[src/rtl/unified_mem_arbiter_if.sv]
// Handshake bundle between the MIPS core's fetch and data ports, the arbiter,
// and the single-ported unified memory.
interface unified_mem_arbiter_if #(
    parameter int unsigned ADDR_W = 32,
    parameter int unsigned DATA_W = 32
);
    logic              if_req;
    logic [ADDR_W-1:0] if_addr;
    logic [DATA_W-1:0] if_rdata;
    logic              if_ready;
    logic              d_req;
    logic              d_we;
    logic [ADDR_W-1:0] d_addr;
    logic [DATA_W-1:0] d_wdata;
    logic [DATA_W-1:0] d_rdata;
    logic              d_ready;
    logic              mem_en;
    logic              mem_we;
    logic [ADDR_W-1:0] mem_addr;
    logic [DATA_W-1:0] mem_wdata;
    logic [DATA_W-1:0] mem_rdata;

    // Core and memory side: issues requests, returns memory read data.
    modport master (
        output if_req, if_addr, d_req, d_we, d_addr, d_wdata, mem_rdata,
        input  if_rdata, if_ready, d_rdata, d_ready,
               mem_en, mem_we, mem_addr, mem_wdata
    );

    // Arbiter side.
    modport slave (
        input  if_req, if_addr, d_req, d_we, d_addr, d_wdata, mem_rdata,
        output if_rdata, if_ready, d_rdata, d_ready,
               mem_en, mem_we, mem_addr, mem_wdata
    );
endinterface

[src/rtl/unified_mem_arbiter.sv]
// Round-robin arbiter sharing one single-ported memory between instruction
// fetch and data ports, with a programmable number of access cycles.
module unified_mem_arbiter #(
    parameter int unsigned WAIT_CYCLES = 1,
    parameter int unsigned ADDR_W      = 32,
    parameter int unsigned DATA_W      = 32
) (
    input  logic                   clk,
    input  logic                   reset,
    unified_mem_arbiter_if.slave   bus,
    output logic                   grant_d,
    output logic                   busy
);
    localparam int unsigned      CNT_W    = $clog2(WAIT_CYCLES + 1);
    localparam logic [CNT_W-1:0] CNT_LAST = CNT_W'(WAIT_CYCLES - 1);

    typedef enum logic [1:0] {IDLE, ACCESS, DONE} state_t;

    state_t            state, next_state;
    logic [CNT_W-1:0]  cnt;
    logic              grant_q;
    logic              last_grant;
    logic              we_q;
    logic [ADDR_W-1:0] addr_q;
    logic [DATA_W-1:0] wdata_q;
    logic [DATA_W-1:0] if_rdata_q;
    logic [DATA_W-1:0] d_rdata_q;
    logic              any_req;
    logic              pick_d;
    logic              last_beat;

    // grant_d and last_grant always hold the same value, so one register serves both.
    assign last_grant = grant_q;

    always_comb begin
        any_req    = bus.if_req | bus.d_req;
        pick_d     = bus.d_req & (~bus.if_req | ~last_grant);
        last_beat  = (cnt == CNT_LAST);
        next_state = state;
        unique case (state)
            IDLE:    if (any_req) next_state = ACCESS;
            ACCESS:  if (last_beat) next_state = DONE;
            DONE:    next_state = IDLE;
            default: next_state = IDLE;
        endcase

        bus.mem_en    = (state == ACCESS);
        bus.mem_we    = (state == ACCESS) & we_q;
        bus.if_ready  = (state == DONE) & ~grant_q;
        bus.d_ready   = (state == DONE) & grant_q;
        bus.mem_addr  = addr_q;
        bus.mem_wdata = wdata_q;
        bus.if_rdata  = if_rdata_q;
        bus.d_rdata   = d_rdata_q;
        grant_d       = grant_q;
        busy          = (state != IDLE);
    end

    always_ff @(posedge clk) begin
        if (reset) begin
            state      <= IDLE;
            cnt        <= '0;
            grant_q    <= 1'b0;
            we_q       <= 1'b0;
            addr_q     <= '0;
            wdata_q    <= '0;
            if_rdata_q <= '0;
            d_rdata_q  <= '0;
        end else begin
            state <= next_state;
            unique case (state)
                IDLE: begin
                    if (any_req) begin
                        grant_q <= pick_d;
                        we_q    <= pick_d & bus.d_we;
                        addr_q  <= pick_d ? bus.d_addr : bus.if_addr;
                        wdata_q <= bus.d_wdata;
                        cnt     <= '0;
                    end
                end
                ACCESS: begin
                    cnt <= cnt + CNT_W'(1);
                    if (last_beat) begin
                        if (!grant_q)
                            if_rdata_q <= bus.mem_rdata;
                        else if (!we_q)
                            d_rdata_q <= bus.mem_rdata;
                    end
                end
                default: ;
            endcase
        end
    end
endmodule

[src/flat_wrapper.sv]
// flat-port wrapper written by rule: the top's interface ports become plain ports
module unified_mem_arbiter_flat 
#(
    parameter int unsigned WAIT_CYCLES = 1,
    parameter int unsigned ADDR_W      = 32,
    parameter int unsigned DATA_W      = 32
)
  (clk, reset, grant_d, busy, bus_if_req, bus_if_addr, bus_d_req, bus_d_we, bus_d_addr, bus_d_wdata, bus_mem_rdata, bus_if_rdata, bus_if_ready, bus_d_rdata, bus_d_ready, bus_mem_en, bus_mem_we, bus_mem_addr, bus_mem_wdata);
  unified_mem_arbiter_if #(.ADDR_W(ADDR_W), .DATA_W(DATA_W)) bus_i ();
  input  logic clk;
  input  logic reset;
  output logic grant_d;
  output logic busy;
  input wire logic [$bits(bus_i.if_req)-1:0] bus_if_req;
  input wire logic [$bits(bus_i.if_addr)-1:0] bus_if_addr;
  input wire logic [$bits(bus_i.d_req)-1:0] bus_d_req;
  input wire logic [$bits(bus_i.d_we)-1:0] bus_d_we;
  input wire logic [$bits(bus_i.d_addr)-1:0] bus_d_addr;
  input wire logic [$bits(bus_i.d_wdata)-1:0] bus_d_wdata;
  input wire logic [$bits(bus_i.mem_rdata)-1:0] bus_mem_rdata;
  output wire logic [$bits(bus_i.if_rdata)-1:0] bus_if_rdata;
  output wire logic [$bits(bus_i.if_ready)-1:0] bus_if_ready;
  output wire logic [$bits(bus_i.d_rdata)-1:0] bus_d_rdata;
  output wire logic [$bits(bus_i.d_ready)-1:0] bus_d_ready;
  output wire logic [$bits(bus_i.mem_en)-1:0] bus_mem_en;
  output wire logic [$bits(bus_i.mem_we)-1:0] bus_mem_we;
  output wire logic [$bits(bus_i.mem_addr)-1:0] bus_mem_addr;
  output wire logic [$bits(bus_i.mem_wdata)-1:0] bus_mem_wdata;
  assign bus_i.if_req = bus_if_req;
  assign bus_i.if_addr = bus_if_addr;
  assign bus_i.d_req = bus_d_req;
  assign bus_i.d_we = bus_d_we;
  assign bus_i.d_addr = bus_d_addr;
  assign bus_i.d_wdata = bus_d_wdata;
  assign bus_i.mem_rdata = bus_mem_rdata;
  assign bus_if_rdata = bus_i.if_rdata;
  assign bus_if_ready = bus_i.if_ready;
  assign bus_d_rdata = bus_i.d_rdata;
  assign bus_d_ready = bus_i.d_ready;
  assign bus_mem_en = bus_i.mem_en;
  assign bus_mem_we = bus_i.mem_we;
  assign bus_mem_addr = bus_i.mem_addr;
  assign bus_mem_wdata = bus_i.mem_wdata;
  unified_mem_arbiter #(.WAIT_CYCLES(WAIT_CYCLES), .ADDR_W(ADDR_W), .DATA_W(DATA_W)) u_core (.clk(clk), .reset(reset), .bus(bus_i), .grant_d(grant_d), .busy(busy));
endmodule
[config.mk]
export PLATFORM = sky130hd
export DESIGN_NAME = unified_mem_arbiter_flat
export DESIGN_NICKNAME = d
export VERILOG_FILES = /design/src/rtl/unified_mem_arbiter_if.sv /design/src/rtl/unified_mem_arbiter.sv /design/src/flat_wrapper.sv
export SDC_FILE = /design/constraint.sdc
export NUM_CORES = 1
export LEC_CHECK = 0
export BUFFER_PORTS_ARGS = -buffer_cell sky130_fd_sc_hd__buf_2
export CORE_MARGIN = 2
export CORE_UTILIZATION = 29
export CTS_CLUSTER_SIZE = 12
export DETAILED_ROUTE_END_ITERATION = 16
export HOLD_SLACK_MARGIN = 0.02
export MAX_ROUTING_LAYER = met4
export SLEW_MARGIN = 15
export SYNTH_ARGS = -nofsm -noshare
export SYNTH_HDL_FRONTEND = slang
export SYNTH_SLANG_ARGS = --single-unit
[constraint.sdc]
create_clock -name clk -period 3.6 [get_ports clk]
set_input_delay 0.18 -clock clk [delete_from_list [all_inputs] [get_ports clk]]
set_output_delay 0.18 -clock clk [all_outputs]
set_load 0.02 [all_outputs]
After elaboration in Yosys (flattened, before gate mapping)
Cells that the tools add are included.
Storage, ports and cells
  output and inout bits: 134
  input bits: 133
  logic and storage cells: 38
  bits in registers: 133
Operators by class
  mux-type cells: 6
  bitwise gates (word level): 11
  $add $sub $neg: 1
  equality and inequality tests: 4
  reduce and logical (&&, ||, !) cells: 8
Operators with widths (count)
  $mux W32: 1
  $reduce_and A2 Y1: 3
  $and A1 B1 Y1: 5
  $mux W2: 2
  $not A1 Y1: 4
  $pmux W2 S2: 1
  $reduce_and A4 Y1: 1
  $reduce_bool A2 Y1: 2
  $reduce_and A3 Y1: 1
  $eq A2 B1 Y1 const B: 1
  $eq A2 B2 Y1 const B: 1
  $logic_not A2 Y1: 1
  $ne A2 B1 Y1 const B: 1
  $ne A2 B2 Y1 const B: 1
  $or A1 B1 Y1: 2
  $pmux W1 S2: 1
  $add A1 B1 Y1 const B: 1
  $mux W1: 1

Depth between registers and ports, before layout
Gate-level depths: netlist of run 1.
  depth in word-level cells: 4
  gate-level depth with buffers: 6
  depth with buffers taken out: 4

Worst setup path before layout of run 1
Ideal clock, no wire load.
  path kind: register -> register
  start point: reg u_core.grant_q, in the netlist u_core.grant_d
  end point: reg u_core.if_rdata_q[10], in the netlist u_core.bus.if_rdata[10]
  data arrival time: 1.427 ns
  period minus slack after synthesis: 1.560 ns
  cell stages (with the launch flop): 7
  library setup time: 0.132 ns
  required time: 3.468 ns
  path buffers: 3
  slack: 2.040 ns
  path through: dfxtp_1 -> buf_2 -> or4b_1 -> buf_2 -> buf_6 -> nand2_1 -> a21oi_1
On the way
  cells in the longest elaborated chain, start to end: 2
Ends and longest elaborated chain
  start: declaration: line unified_mem_arbiter.sv:21  | logic grant_q;
  start signal: assignment: line unified_mem_arbiter.sv:74  | grant_q <= pick_d;
  $not A1 Y1
  $reduce_and A3 Y1 (no line)
  end signal: assignment: line unified_mem_arbiter.sv:85  | if_rdata_q <= bus.mem_rdata;
  end: declaration: line unified_mem_arbiter.sv:26  | logic [DATA_W-1:0] if_rdata_q;
Every way passes these cells.
A chain may end at the register's enable or synchronous reset.

Worst setup path after layout of run 1
  start point: reg u_core.state[1]
  end point: reg u_core.addr_q[2], in the netlist u_core.bus.mem_addr[2]
On the way
  cells in the longest elaborated chain, start to end: 2
Ends and longest elaborated chain
  start: declaration: line unified_mem_arbiter.sv:19  | state_t state, next_state;
  start signal: assignment: line unified_mem_arbiter.sv:70  | state <= next_state;
  $logic_not A2 Y1: line unified_mem_arbiter.sv:71  | unique case (state)
  $reduce_and A2 Y1 (no line)
  end signal: assignment: line unified_mem_arbiter.sv:76  | addr_q <= pick_d ? bus.d_addr : bus.if_addr;
  end: declaration: line unified_mem_arbiter.sv:24  | logic [ADDR_W-1:0] addr_q;
Every way passes these cells.

==> flow_summary.yaml, run 1 <==
route:
  avgViaCountPerCell: 4.732
  drcViolationCount: 0
  wl_um: 18060
  drt_iter0_drc: 248
  wl_per_cell_um: 14.98
  num_vias: 5702
  dr.pass1.iters: 5
  ant_nets: 0
timing:
  max_freq_mhz: 439.7
  clock_skew_ns: 0.009551
  setup_viol: 0
  maxSlewViolCount: 0
  hold_slack_ns: 0.03754
  fin_crit_ns: 2.274
  setup-tns-final_ns: 0
  rsz0062_at_grt: "false"
  slew_headroom_pct: 39.93
  max_slew.worst_pin.slew_ns: 0.9010
  fin_crit_sh_pct: 63.17
  hold_viol_final: 0
synth:
  syn_inst: 634
  syn_area_per_cell_um2: 8.557
  synth_nets: 767
  synth_warnings: 0
  synth_cell_type_count: 29
  synth-seq-area-share_pct: 49.08
  synth_area_leaders: "dfxtp_1 49%, a21oi_1 9.1%, nand2_1 8.9%"
  synthesis.area_um2: 5425
  yosysTopAreaCellShare_pct: 49.08
  synth_top_cell_by_area: "dfxtp_1"
  ys_ff_latch: 133
worst_setup_path:
  critPathLaunchType: "register"
  worstPathRequired_ns: 3.95
  crit_arrival_ns: 2.63
  rr_startpoint: "u_core.state[1]"
  cpPeakStageDelay_ns: 0.61
  worst-path-max-fanout: 37
  cp-startpoint: "u_core.state[1]"
  crit_slowest_cell: "dlygate4sd3_1"
  worstPathCellList: "nor2_4 -> inv_2 -> nor2_2 -> buf_4 -> a311oi_1 -> dlygate4sd3_1"
  critPathCaptureType: "register"
  critPathKind: "register to register"
floorplanning:
  row_count: 50
  die_w_um: 140.8
  start_util_pct: 29.30
  die_area_um2: 19820
  core-area_um2: 18520
  die_h_um: 140.8
  io_pins: 267
clock_tree:
  h-tree-depth: 4
  post-cts-setup-buffers: 0
  cts_buffer_depth: 2
  clkLatencyLatePin_ns: 0.41
  clkSinkCount: 133
  root_buffer: "clkbuf_16"
  clk_pin_slew_ns: 0.07
  cts_tree: "built"
  numCtsBuffers: 17
status:
  outcome: "finished, final reports clean"
global_routing:
  grt_overflow: 0
  antenna_found_initial: 1
  grtUsageTotal_pct: 18.29
  grt_first_pass_wirelength_um: 28320
  grt_max_degree: 107
  grt_pass1_vias: 5380
final_layout:
  final_cell_area_um2: 8353
  num-nets-final: 1090
  fin_cells: 1205
  final_common_cell: "buf_2"
  nFillCells: 1775
  layout_common_cells: "265 x buf_2, 133 x dfxtp_1, 129 x nand2_1, 99 x a21oi_1, 86 x dlygate4sd3_1"
  final_layout_size_suffix_gt1_share_pct: 32.78
  area_growth_pct: 53.97
power_and_ir_drop:
  ir_worst_vdd_mv: 0.2871
  cellLeakagePower_nw: 3.744
  total_power_mw: 4.327
  powerDensity_nw_per_um2: 518.0
place:
  gp_congestion: 0.7473
  place_hpwl_um: 11580
  place_inst: 1086
  numPortBuffers: 266
  placed_area_um2: 6863
worst_hold_path:
  hp-start: "bus_mem_rdata[2]"
  hp-class: "primary input to register"
run:
  cap_violations: 0
-- cell type report --
| cell class | count | area, µm² | area share (%) |
|---|---|---|---|
| flip-flops and latches | 133 | 2663 | 31.88 |
| clock buffers | 18 | 439.2 | 5.258 |
| clock inverters | 14 | 187.7 | 2.247 |
| well taps | 234 | 292.8 | 3.505 |
| multi-input cells | 441 | 2491 | 29.82 |
| diodes | 1 | 2.502 | 0.02996 |
| inverters | 2 | 7.507 | 0.08987 |
| repair buffers | 362 | 2270 | 27.17 |
-- power by group --
group          switching, mW  total [mW]  internal (mW)
combinational          0.491       0.822          0.332
sequential            0.0665        1.65           1.59
clock                  0.719        1.85           1.13
total                   1.28        4.33           3.05
-- path summary, 6_finish.rpt --
check	endpoint	slack [ns]	depth (start not counted)
worst max-delay path	u_core.bus.mem_addr[2]	1.33	6
worst min-delay path	u_core.bus.if_rdata[2]	0.04	3
worst max register to register	u_core.bus.mem_addr[2]	1.33	6
worst min register to register	u_core.bus.if_rdata[17]	0.45	2
-- registers in the layout, summed over array words and instances, names as in the netlist --
name / cells
u_core.bus.d_rdata: 32
u_core.bus.if_rdata: 32
u_core.bus.mem_addr: 32
u_core.bus.mem_wdata: 32
u_core.cnt: 1
u_core.grant_d: 1
u_core.state: 2
u_core.we_q: 1
-- metrics by stage --
| stage | util (%) | worst slack (ns) |
|---|---|---|
| 5_1_grt | 45.11 | 1.205 |
| 4_1_cts | 45.04 | 1.390 |
| 3_3_place_gp | 37.06 | 1.894 |
| 3_5_place_dp | 37.06 | 1.821 |
| 6_report | 45.11 | 1.326 |
| 2_1_floorplan | - | 2.040 |
-- repair_timing --
action	in CTS	in global routing
gates resized for setup	0	0
hold buffers	85	1
hold endpoints to repair	80	1
-- cell families after synthesis --
kind of cell | after synthesis | synth area share, %
flops | 133 | 49.08
buf+inv | 60 | 5.350
compound gates | 169 | 18.10
mux | 32 | 5.904
simple gates | 240 | 21.56
-- per-layer routing --
metal	vias to the layer above	track usage, %	routed length, µm
met4	0	5.105	252
met2	244	28.16	8342
li1	2824	-	-
met1	2615	23.66	8296
met5	-	-	0
met3	19	5.095	1164
-- synthesized netlist by cell type, drive strengths merged --
master / count
nor2: 4
nor4b: 2
o21ai: 34
and2: 1
o211ai: 1
a21oi: 99
mux2i: 32
a21bo: 1
clkbuf: 38
a22oi: 1
a21boi: 1
nand2b: 66
inv: 2
or4b: 1
nand2: 129
or2: 1
and3b: 1
nor3b: 1
nand3: 33
nor3: 1
dfxtp: 133
a311oi: 32
buf: 20
-- critical path: cells and delay by family, from the launching register on --
family / cells / cell delay [ns]
buf+inv: 3 / 1.30
flops: 1 / 0.48
compound gates: 1 / 0.27
simple gates: 2 / 0.15
Note: power is estimated with default switching activity, not from simulation.
==> run 2: changes to the inputs <==
==> constraint.sdc (replaced) <==
create_clock -name clk -period 2.35 [get_ports clk]
set_input_delay 0.1175 -clock clk [delete_from_list [all_inputs] [get_ports clk]]
set_output_delay 0.1175 -clock clk [all_outputs]
set_load 0.02 [all_outputs]
==> flow_summary.yaml, run 2 (synthesis results as in run 1) <==
status:
  outcome: "finished, final reports clean"
route:
  avgViaCountPerCell: 4.757
  num_vias: 5942
  wl_per_cell_um: 14.86
  wl_um: 18560
  dr.pass1.iters: 4
  ant_nets: 0
  drt_iter0_drc: 246
  drcViolationCount: 0
worst_setup_path:
  cpPeakStageDelay_ns: 0.62
  critPathKind: "register to register"
  worstPathCellList: "a21bo_4 -> nand2_1 -> a311oi_1 -> dlygate4sd3_1"
  regToRegEndpoint: "u_core.bus.mem_addr[15]"
  critPathCaptureType: "register"
  rr_startpoint: "u_core.grant_d"
  r2r_slack_ns: 0.24
  crit_arrival_ns: 2.46
  critPathLaunchType: "register"
  reg2reg_depth: 4
  worstPathRequired_ns: 2.70
  worst-path-max-fanout: 32
  crit_slowest_cell: "dlygate4sd3_1"
final_layout:
  area_growth_pct: 62.96
  final_common_cell: "buf_2"
  layout_common_cells: "265 x buf_2, 133 x dfxtp_1, 129 x nand2_1, 129 x dlygate4sd3_1, 99 x a21oi_1"
  num-nets-final: 1135
  fin_util_pct: 47.74
  final_layout_size_suffix_gt1_share_pct: 31.33
  diodes: 0
clock_tree:
  h-tree-depth: 4
  clk_pin_slew_ns: 0.07
  cts_buffer_depth: 2
  root_buffer: "clkbuf_16"
  cts_tree: "built"
  clkSinkCount: 133
  numCtsBuffers: 17
  clkLatencyLatePin_ns: 0.42
timing:
  rsz0062_at_grt: "false"
  setup_viol: 0
  setup_ws_ns: 0.2383
  hold_viol_final: 0
  max_freq_mhz: 473.6
  setup-tns-final_ns: 0
  fin_crit_ns: 2.112
  maxSlewViolCount: 0
  max_slew.worst_pin.slew_ns: 0.7465
  slew_headroom_pct: 50.23
  clock_skew_ns: 0.01266
  fin_crit_sh_pct: 89.86
floorplanning:
  die_h_um: 140.8
  core-area_um2: 18520
  die_w_um: 140.8
  io_pins: 267
  row_count: 50
  start_util_pct: 29.30
  die_area_um2: 19820
place:
  gp_congestion: 0.7553
  numPortBuffers: 266
  place_hpwl_um: 11430
  place_ws_ns: 0.6581
global_routing:
  grtUsageTotal_pct: 18.72
  grt_max_degree: 95
  grt_first_pass_wirelength_um: 29130
  grt_overflow: 0
  antenna_found_initial: 0
  grt_pass1_vias: 5835
power_and_ir_drop:
  p_seq_share_pct: 37.7
  cellLeakagePower_nw: 3.980
  total_power_mw: 6.712
  p_int_mw: 4.764
  switching_share_pct: 29.02
  p_sw_mw: 1.948
  powerDensity_nw_per_um2: 759.1
  clockPowerShare_pct: 41.5
  power_frac_comb_pct: 20.8
  ir_worst_vdd_mv: 0.5059
worst_hold_path:
  holdPathEnd: "u_core.we_q"
  hold-path-cell-count: 4
  hp-class: "primary input to register"
  hp-start: "bus_d_req"
run:
  cap_violations: 0
## run 2: layer usage
| layer | wire (µm) | global-route usage, % |
|---|---|---|
| met1 | 8264 | 23.44 |
| met2 | 8715 | 29.53 |
| met3 | 1292 | 5.061 |
| met4 | 286 | 5.895 |
| met5 | 0 | - |
## run 2: critical path: cells and delay by family, from the launching register on
family | cells | cell delay [ns]
buf+inv | 1 | 0.62
flops | 1 | 0.59
compound gates | 2 | 0.74
simple gates | 1 | 0.10
## run 2: repair_timing
item	4_1_cts	5_1_grt
hold endpoints to repair	129	0
gates resized for setup	0	1
setup endpoints to repair	0	30
hold buffers	129	0
setup buffers	0	0
## run 2: area by class of cell
| class | count | area [µm²] |
|---|---|---|
| clock buffer | 20 | 446.7 |
| multi-input combinational | 441 | 2497 |
| sequential | 133 | 2663 |
| fill | 1760 | 9677 |
| timing repair buffer | 407 | 2765 |
| tap | 234 | 292.8 |
| clock inverter | 12 | 168.9 |
| inverter | 2 | 7.507 |
## run 2: power groups by stage
| stage | sequential, mW | clock, mW | combinational [mW] |
|---|---|---|---|
| 3_5_place_dp | 2.58 | 0 | 1.16 |
| 4_1_cts | 2.53 | 2.86 | 1.38 |
| 5_1_grt | 2.56 | 2.97 | 1.51 |
| 2_1_floorplan | 2.78 | 0 | 0.512 |
| 6_report | 2.53 | 2.79 | 1.39 |
| 3_3_place_gp | 2.58 | 0 | 1.16 |
## run 2: worst max-delay path by stage
stage                         endpoint      startpoint  slack (ns)
2_1_floorplan  u_core.bus.if_rdata[10]  u_core.grant_d        0.79
3_3_place_gp    u_core.bus.mem_addr[7]  u_core.grant_d        0.67
3_5_place_dp    u_core.bus.mem_addr[7]  u_core.grant_d        0.66
4_1_cts         u_core.bus.mem_addr[7]  u_core.grant_d        0.13
5_1_grt        u_core.bus.mem_addr[10]  u_core.grant_d        0.11
6_report       u_core.bus.mem_addr[15]  u_core.grant_d        0.24
## run 2: per-stage QoR
| stage | std cells | area [µm²] | hold WS (ns) |
|---|---|---|---|
| floorplan | 634 | 5425 | 0.2535 |
| global placement | 1088 | 6928 | 0.3699 |
| detailed placement | 1088 | 6928 | 0.3770 |
| CTS | 1249 | 8835 | 0.1183 |
| global route | 1249 | 8841 | 0.1890 |
| finish | 1249 | 8841 | 0.1637 |
